<file path="config.mk">
export PLATFORM = sky130hd
export DESIGN_NAME = xadac_vdec
export DESIGN_NICKNAME = d
export VERILOG_FILES = /design/src/rtl/xadac_pkg.sv /design/src/rtl/xadac_vdec_fifo.sv /design/src/rtl/xadac_vdec.sv
export SDC_FILE = /design/constraint.sdc
export NUM_CORES = 1
export LEC_CHECK = 0
export BUFFER_PORTS_ARGS = -buffer_cell sky130_fd_sc_hd__buf_2
export CAP_MARGIN = 25
export CORE_MARGIN = 1
export CORE_UTILIZATION = 50
export DETAILED_ROUTE_END_ITERATION = 8
export PLACE_DENSITY = 0.78
export SYNTH_ARGS = -nofsm -noshare
export SYNTH_HDL_FRONTEND = slang
export SYNTH_SLANG_ARGS = --single-unit
</file>
<file path="constraint.sdc">
create_clock -name clk -period 2.9 [get_ports clk]
set_input_delay 0.29 -clock clk [delete_from_list [all_inputs] [get_ports clk]]
set_output_delay 0.29 -clock clk [all_outputs]
set_load 0.03 [all_outputs]
</file>
<file path="src/rtl/xadac_pkg.sv">
// rtl/xadac_pkg.sv - shared types and constants for the xadac decode channel
package xadac_pkg;

    localparam int SbLen = 16;
    localparam int IdW   = $clog2(SbLen);
    localparam int NoVs  = 3;

    typedef logic [IdW-1:0] IdT;

    localparam logic [2:0] F3_VLOAD  = 3'b000;
    localparam logic [2:0] F3_VSTORE = 3'b001;
    localparam logic [2:0] F3_VV     = 3'b010;
    localparam logic [2:0] F3_VVMAC  = 3'b011;
    localparam logic [2:0] F3_VX     = 3'b100;

    typedef struct packed {
        IdT              id;
        logic            accept;
        logic            vd_clobber;
        logic [NoVs-1:0] vs_read;
    } dec_rsp_t;

endpackage

</file>
<file path="src/rtl/xadac_vdec_fifo.sv">
// rtl/xadac_vdec_fifo.sv - in-order response FIFO with occupancy count
module xadac_vdec_fifo
    import xadac_pkg::*;
#(
    parameter int Depth = 4,
    parameter int CntW  = $clog2(Depth + 1)
) (
    input  logic            clk,
    input  logic            rstn,
    input  logic            push,
    input  dec_rsp_t        push_data,
    input  logic            pop,
    output dec_rsp_t        pop_data,
    output logic            full,
    output logic            empty,
    output logic [CntW-1:0] occupancy
);

    localparam int PtrW = $clog2(Depth);

    dec_rsp_t        mem [Depth];
    logic [PtrW-1:0] wr_ptr;
    logic [PtrW-1:0] rd_ptr;
    logic [CntW-1:0] count;

    always_ff @(posedge clk or negedge rstn) begin
        if (!rstn) begin
            wr_ptr <= '0;
            rd_ptr <= '0;
            count  <= '0;
        end else begin
            if (push) wr_ptr <= wr_ptr + PtrW'(1);
            if (pop)  rd_ptr <= rd_ptr + PtrW'(1);
            case ({push, pop})
                2'b10:   count <= count + CntW'(1);
                2'b01:   count <= count - CntW'(1);
                default: count <= count;
            endcase
        end
    end

    // Storage is left unreset; the pointers alone decide what is valid.
    always_ff @(posedge clk) begin
        if (push) mem[wr_ptr] <= push_data;
    end

    assign full      = (count == CntW'(Depth));
    assign empty     = (count == '0);
    assign occupancy = count;
    assign pop_data  = empty ? '0 : mem[rd_ptr];

endmodule

</file>
<file path="src/rtl/xadac_vdec.sv">
// rtl/xadac_vdec.sv - decode-stage responder classifying custom vector instructions
module xadac_vdec
    import xadac_pkg::*;
#(
    parameter int         Depth  = 4,
    parameter logic [6:0] Opcode = 7'b0001011,
    parameter int         CntW   = $clog2(Depth + 1)
) (
    input  logic            clk,
    input  logic            rstn,
    input  logic            dec_req_valid,
    output logic            dec_req_ready,
    input  logic [IdW-1:0]  dec_req_id,
    input  logic [31:0]     dec_req_instr,
    output logic            dec_rsp_valid,
    input  logic            dec_rsp_ready,
    output logic [IdW-1:0]  dec_rsp_id,
    output logic            dec_rsp_accept,
    output logic            dec_rsp_vd_clobber,
    output logic [NoVs-1:0] dec_rsp_vs_read,
    output logic [CntW-1:0] occupancy
);

    dec_rsp_t dec_d;
    dec_rsp_t head;
    logic     push;
    logic     pop;
    logic     full;
    logic     empty;

    // vs_read bit0=rs1 field, bit1=rs2 field, bit2=rd field read as a source.
    function automatic dec_rsp_t decode(input IdT id, input logic [31:0] instr);
        dec_rsp_t r;
        r    = '0;
        r.id = id;
        if (instr[6:0] == Opcode) begin
            case (instr[14:12])
                F3_VLOAD:  begin r.accept = 1'b1; r.vd_clobber = 1'b1; r.vs_read = 3'b000; end
                F3_VSTORE: begin r.accept = 1'b1; r.vd_clobber = 1'b0; r.vs_read = 3'b100; end
                F3_VV:     begin r.accept = 1'b1; r.vd_clobber = 1'b1; r.vs_read = 3'b011; end
                F3_VVMAC:  begin r.accept = 1'b1; r.vd_clobber = 1'b1; r.vs_read = 3'b111; end
                F3_VX:     begin r.accept = 1'b1; r.vd_clobber = 1'b1; r.vs_read = 3'b001; end
                default:   begin r.accept = 1'b0; r.vd_clobber = 1'b0; r.vs_read = 3'b000; end
            endcase
        end
        return r;
    endfunction

    assign dec_d         = decode(dec_req_id, dec_req_instr);
    assign dec_req_ready = !full;
    assign dec_rsp_valid = !empty;
    assign push          = dec_req_valid && dec_req_ready;
    assign pop           = dec_rsp_valid && dec_rsp_ready;

    xadac_vdec_fifo #(
        .Depth (Depth),
        .CntW  (CntW)
    ) u_fifo (
        .clk       (clk),
        .rstn      (rstn),
        .push      (push),
        .push_data (dec_d),
        .pop       (pop),
        .pop_data  (head),
        .full      (full),
        .empty     (empty),
        .occupancy (occupancy)
    );

    assign dec_rsp_id         = head.id;
    assign dec_rsp_accept     = head.accept;
    assign dec_rsp_vd_clobber = head.vd_clobber;
    assign dec_rsp_vs_read    = head.vs_read;

endmodule

</file>
==> metrics.md <==
| Metric | Value |
|---|---|
| Clk slew on worst S/H paths | `0.07 ns` |
| DR vias | `approximately 1000` |
| Met3 usage | `5.11%` |
| CTS resizes | `0` |
| Largest net degree at the start of global routing | `13` |
| Syn avg cell area | `around 18 um^2` |
| Comb pwr share | `40.6%` |
| Slowest stage delay, CP | `between 0.7 and 0.8 ns` |
| Number of global-route vias before repair | `around 1000` |
| GRT Util Overall | `16.9%` |
| Pre-CTS setup slack | `between 0.6 and 0.7 ns` |
| Cells after Synth | `~110` |
| HP Start | `dec_req_id[1]` |
| FF+latch count, synth | `43` |
| Static leakage | `approximately 0.85 nW` |
| TritonRoute pass-1 iters | `4` |
| CTS Root Cell | `clkbuf_8` |
| First-pass GRT wire length | `roughly 4800 um` |
| Fmax | `about 440 MHz` |
| Path depth of the worst reg2reg path | `9` |
| Final Cycle Share | `between 70 and 80%` |
| Yosys top cell area share | `around three fifths` |
| Setup CP Type | `reg -> out` |
| Layout Skew | `approximately 0.0037 ns` |
| H-tree level count | `2` |
| Ports | `54` |
| Clock buffer depth | `2` |
| WHS Path Cells | `1` |
| Die ar. | `around 3900 um^2` |
| Core footprint | `around 3400 um^2` |
| # placed instances | `179` |
| GRT met1 Usage | `between 15 and 20%` |
| Maxcap violations | `0` |
| Rows | `21` |
| Switching power | `0.815 mW` |
| Dpl hpwl | `slightly above 2000 um` |
| Unrepaired setup endpoints after global routing | `false` |
| Fin. max-slew vios | `0` |
| Crit path from | `u_fifo.rd_ptr[0]` |
| WHS Endpoint | `u_fifo.mem[2][6]` |
| Area Overhead vs Synth | `15.6%` |
| WP data arrival | `approximately 2.0 ns` |
| Seq/Total Area, Yosys | `approximately two thirds` |
| FF-to-FF End | `u_fifo.occupancy[2]` |
| Clock sinks | `43` |
| # fillers | `~270` |
| Clock latency on the worst-skew pair | `0.28 ns` |
| Sw Share | `a little under two fifths` |
| Critical Path RT | `around 2.6 ns` |
| Grt peak-use layer | `met2` |
| Reg2reg start | `u_fifo.occupancy[0]` |
| Number of buffers added for setup after CTS | `0` |
| Status | `finished, final reports clean` |
| Residual DRC | `0` |
| Initial DRC Count | `30` |
| Final WS setup | `roughly 0.65 ns` |
| Final hold viol count | `0` |
| Port bufs | `31` |
| Worst-margin pin slew | `between 0.6 and 0.7 ns` |
| Worst IR Drop VDD | `about 0.53 mV` |
| Post-route insts no fill | `188` |
| Initial antenna violation count | `0` |
| CP Cell Sequence | `mux4_2 > and2_1 > buf_2` |
| Clock network fraction of design power | `approximately 16%` |
| GRT met2 Usage | `29.6%` |
| Crit-path slowest cell | `dfrtp_1` |
| Share of cells above drive strength 1 | `between 30% and 40%` |
| CP max FO | `11` |
| Routed WL | `2870 um` |
| Hold WS | `~0.22 ns` |
| Synthesized area | `roughly 1800 um^2` |
| Min cycle time layout | `2.25 ns` |
| Grt ovf | `0` |
| Worst slew margin | `57.5%` |
| Sequential share of power | `43.3%` |
| Final setup vio count | `0` |
| Worst setup SP type | `register` |
| Die height | `between 60 and 70 um` |
| FF-to-FF setup slack | `between 0.6 and 0.7 ns` |
| Pint | `about 1.4 mW` |
| Layout Nets | `187` |
| CTS Buf Count | `5` |
| Placer Congestion | `about 0.7` |
| Initial core utilization | `~54%` |
| Number of unique standard cell types used by synthesis | `27` |
| Setup_tns | `0 ns` |
| Crit end category | `output port` |
| Synth warn | `0` |
| Syn nets | `between 150 and 200` |
| WL per Instance | `15.2 um` |
| Path type of the worst min-delay path | `in -> reg` |
| Area leader, netlist | `edfxtp_1` |
| Vias per inst | `5.18` |
| Largest cells by area after synthesis | `edfxtp_1, mux4_2, dfrtp_1, and2_1, ha_1` |
| ANT cells | `0` |
| Post-route antenna net violation count | `0` |
| CTS tree | `yes` |
| Power Density | `1020 nW/um^2` |
| Hold Buf Count CTS | `1` |
| Die W | `between 60 and 70 um` |
routing by layer:
metal / vias to the layer above / routed length (um)
met5: - / 0
met4: 0 / 19
met3: 2 / 101
met2: 24 / 1600
met1: 488 / 1150
li1: 460 / -
how the worst max path moves through the flow:
stage,to,slack (ns)
3_3_place_gp,u_fifo.occupancy[2],0.75
2_1_floorplan,u_fifo.occupancy[2],0.59
6_report,dec_rsp_id[0],0.65
4_1_cts,dec_rsp_id[0],0.59
3_5_place_dp,u_fifo.occupancy[2],0.69
5_1_grt,u_fifo.occupancy[2],0.50
placed cells by master (no fill, tap or decap), drive strengths merged:
cell type / instances
or3: 1
mux2: 1
buf: 31
a21oi: 3
mux4: 9
or2: 1
nand2: 1
nand3: 1
or4: 1
xor2: 3
and3: 4
dfrtp: 7
clkbuf: 7
edfxtp: 36
clkinv: 1
ha: 5
or3b: 1
nand4b: 1
nor3b: 1
nor2: 3
dlygate4sd3: 1
nand2b: 1
xnor2: 3
and2: 11
inv: 6
mux2i: 1
fa: 1
state kept, by name, indices dropped and copies added (netlist names):
| signal | flops |
|---|---|
| u_fifo.rd_ptr | 2 |
| u_fifo.occupancy | 3 |
| u_fifo.mem | 36 |
| u_fifo.wr_ptr | 2 |
Yosys cell counts, drive strengths merged:
cell     n
or3      1
nor2     3
or3b     1
nand4b   1
buf      2
and2    11
mux4     9
nand2    1
ha       5
nor3b    1
edfxtp  36
clkbuf   1
fa       1
nand2b   1
a21oi    3
dfrtp    7
mux2i    1
or4      1
or2      1
xnor2    3
nand3    1
and3     4
mux2     1
inv      6
xor2     3
area by class of cell:
cell class	count	area [um^2]	area share [%]
timing repair buffer	32	165	7.75
clock buffer	7	76.3	3.58
tap	46	57.6	2.70
multi-input combinational	53	548	25.7
inverter	6	22.5	1.06
clock inverter	1	5.00	0.235
sequential	43	1260	59.0
logic make-up after synthesis:
group	Yosys count	share of synthesized area (%)
muxes	11	12.4
AOI/OAI and AO/OA	3	0.814
adders and majority gates	6	4.48
and+or+nand+nor	27	9.23
xor gates and xnor gates	6	2.85
buffers and inverters	9	2.10
DFF	43	68.2
power groups by stage:
stage | clock network, mW | registers (mW) | logic, mW
after floorplan | 0 | 0.921 | 0.704
after global placement | 0 | 0.954 | 0.868
after CTS | 0.356 | 0.949 | 0.899
after global routing | 0.384 | 0.967 | 0.957
after detailed placement | 0 | 0.962 | 0.896
final | 0.351 | 0.943 | 0.884
metrics by stage:
stage               util (%)  cell area [um^2]  power, mW
floorplan                  -              1840       1.63
global placement        59.3              2040       1.82
detailed placement      59.3              2040       1.86
CTS                     61.9              2130       2.20
global route            61.9              2130       2.31
finish                  61.9              2130       2.18
critical path, delay by kind of cell (launching register included):
kind / cells / cell delay (ns)
buf+inv: 1 / 0.17
flops: 1 / 0.75
mux: 1 / 0.59
simple gates: 1 / 0.17
Note: power is estimated with default switching activity, not from simulation.
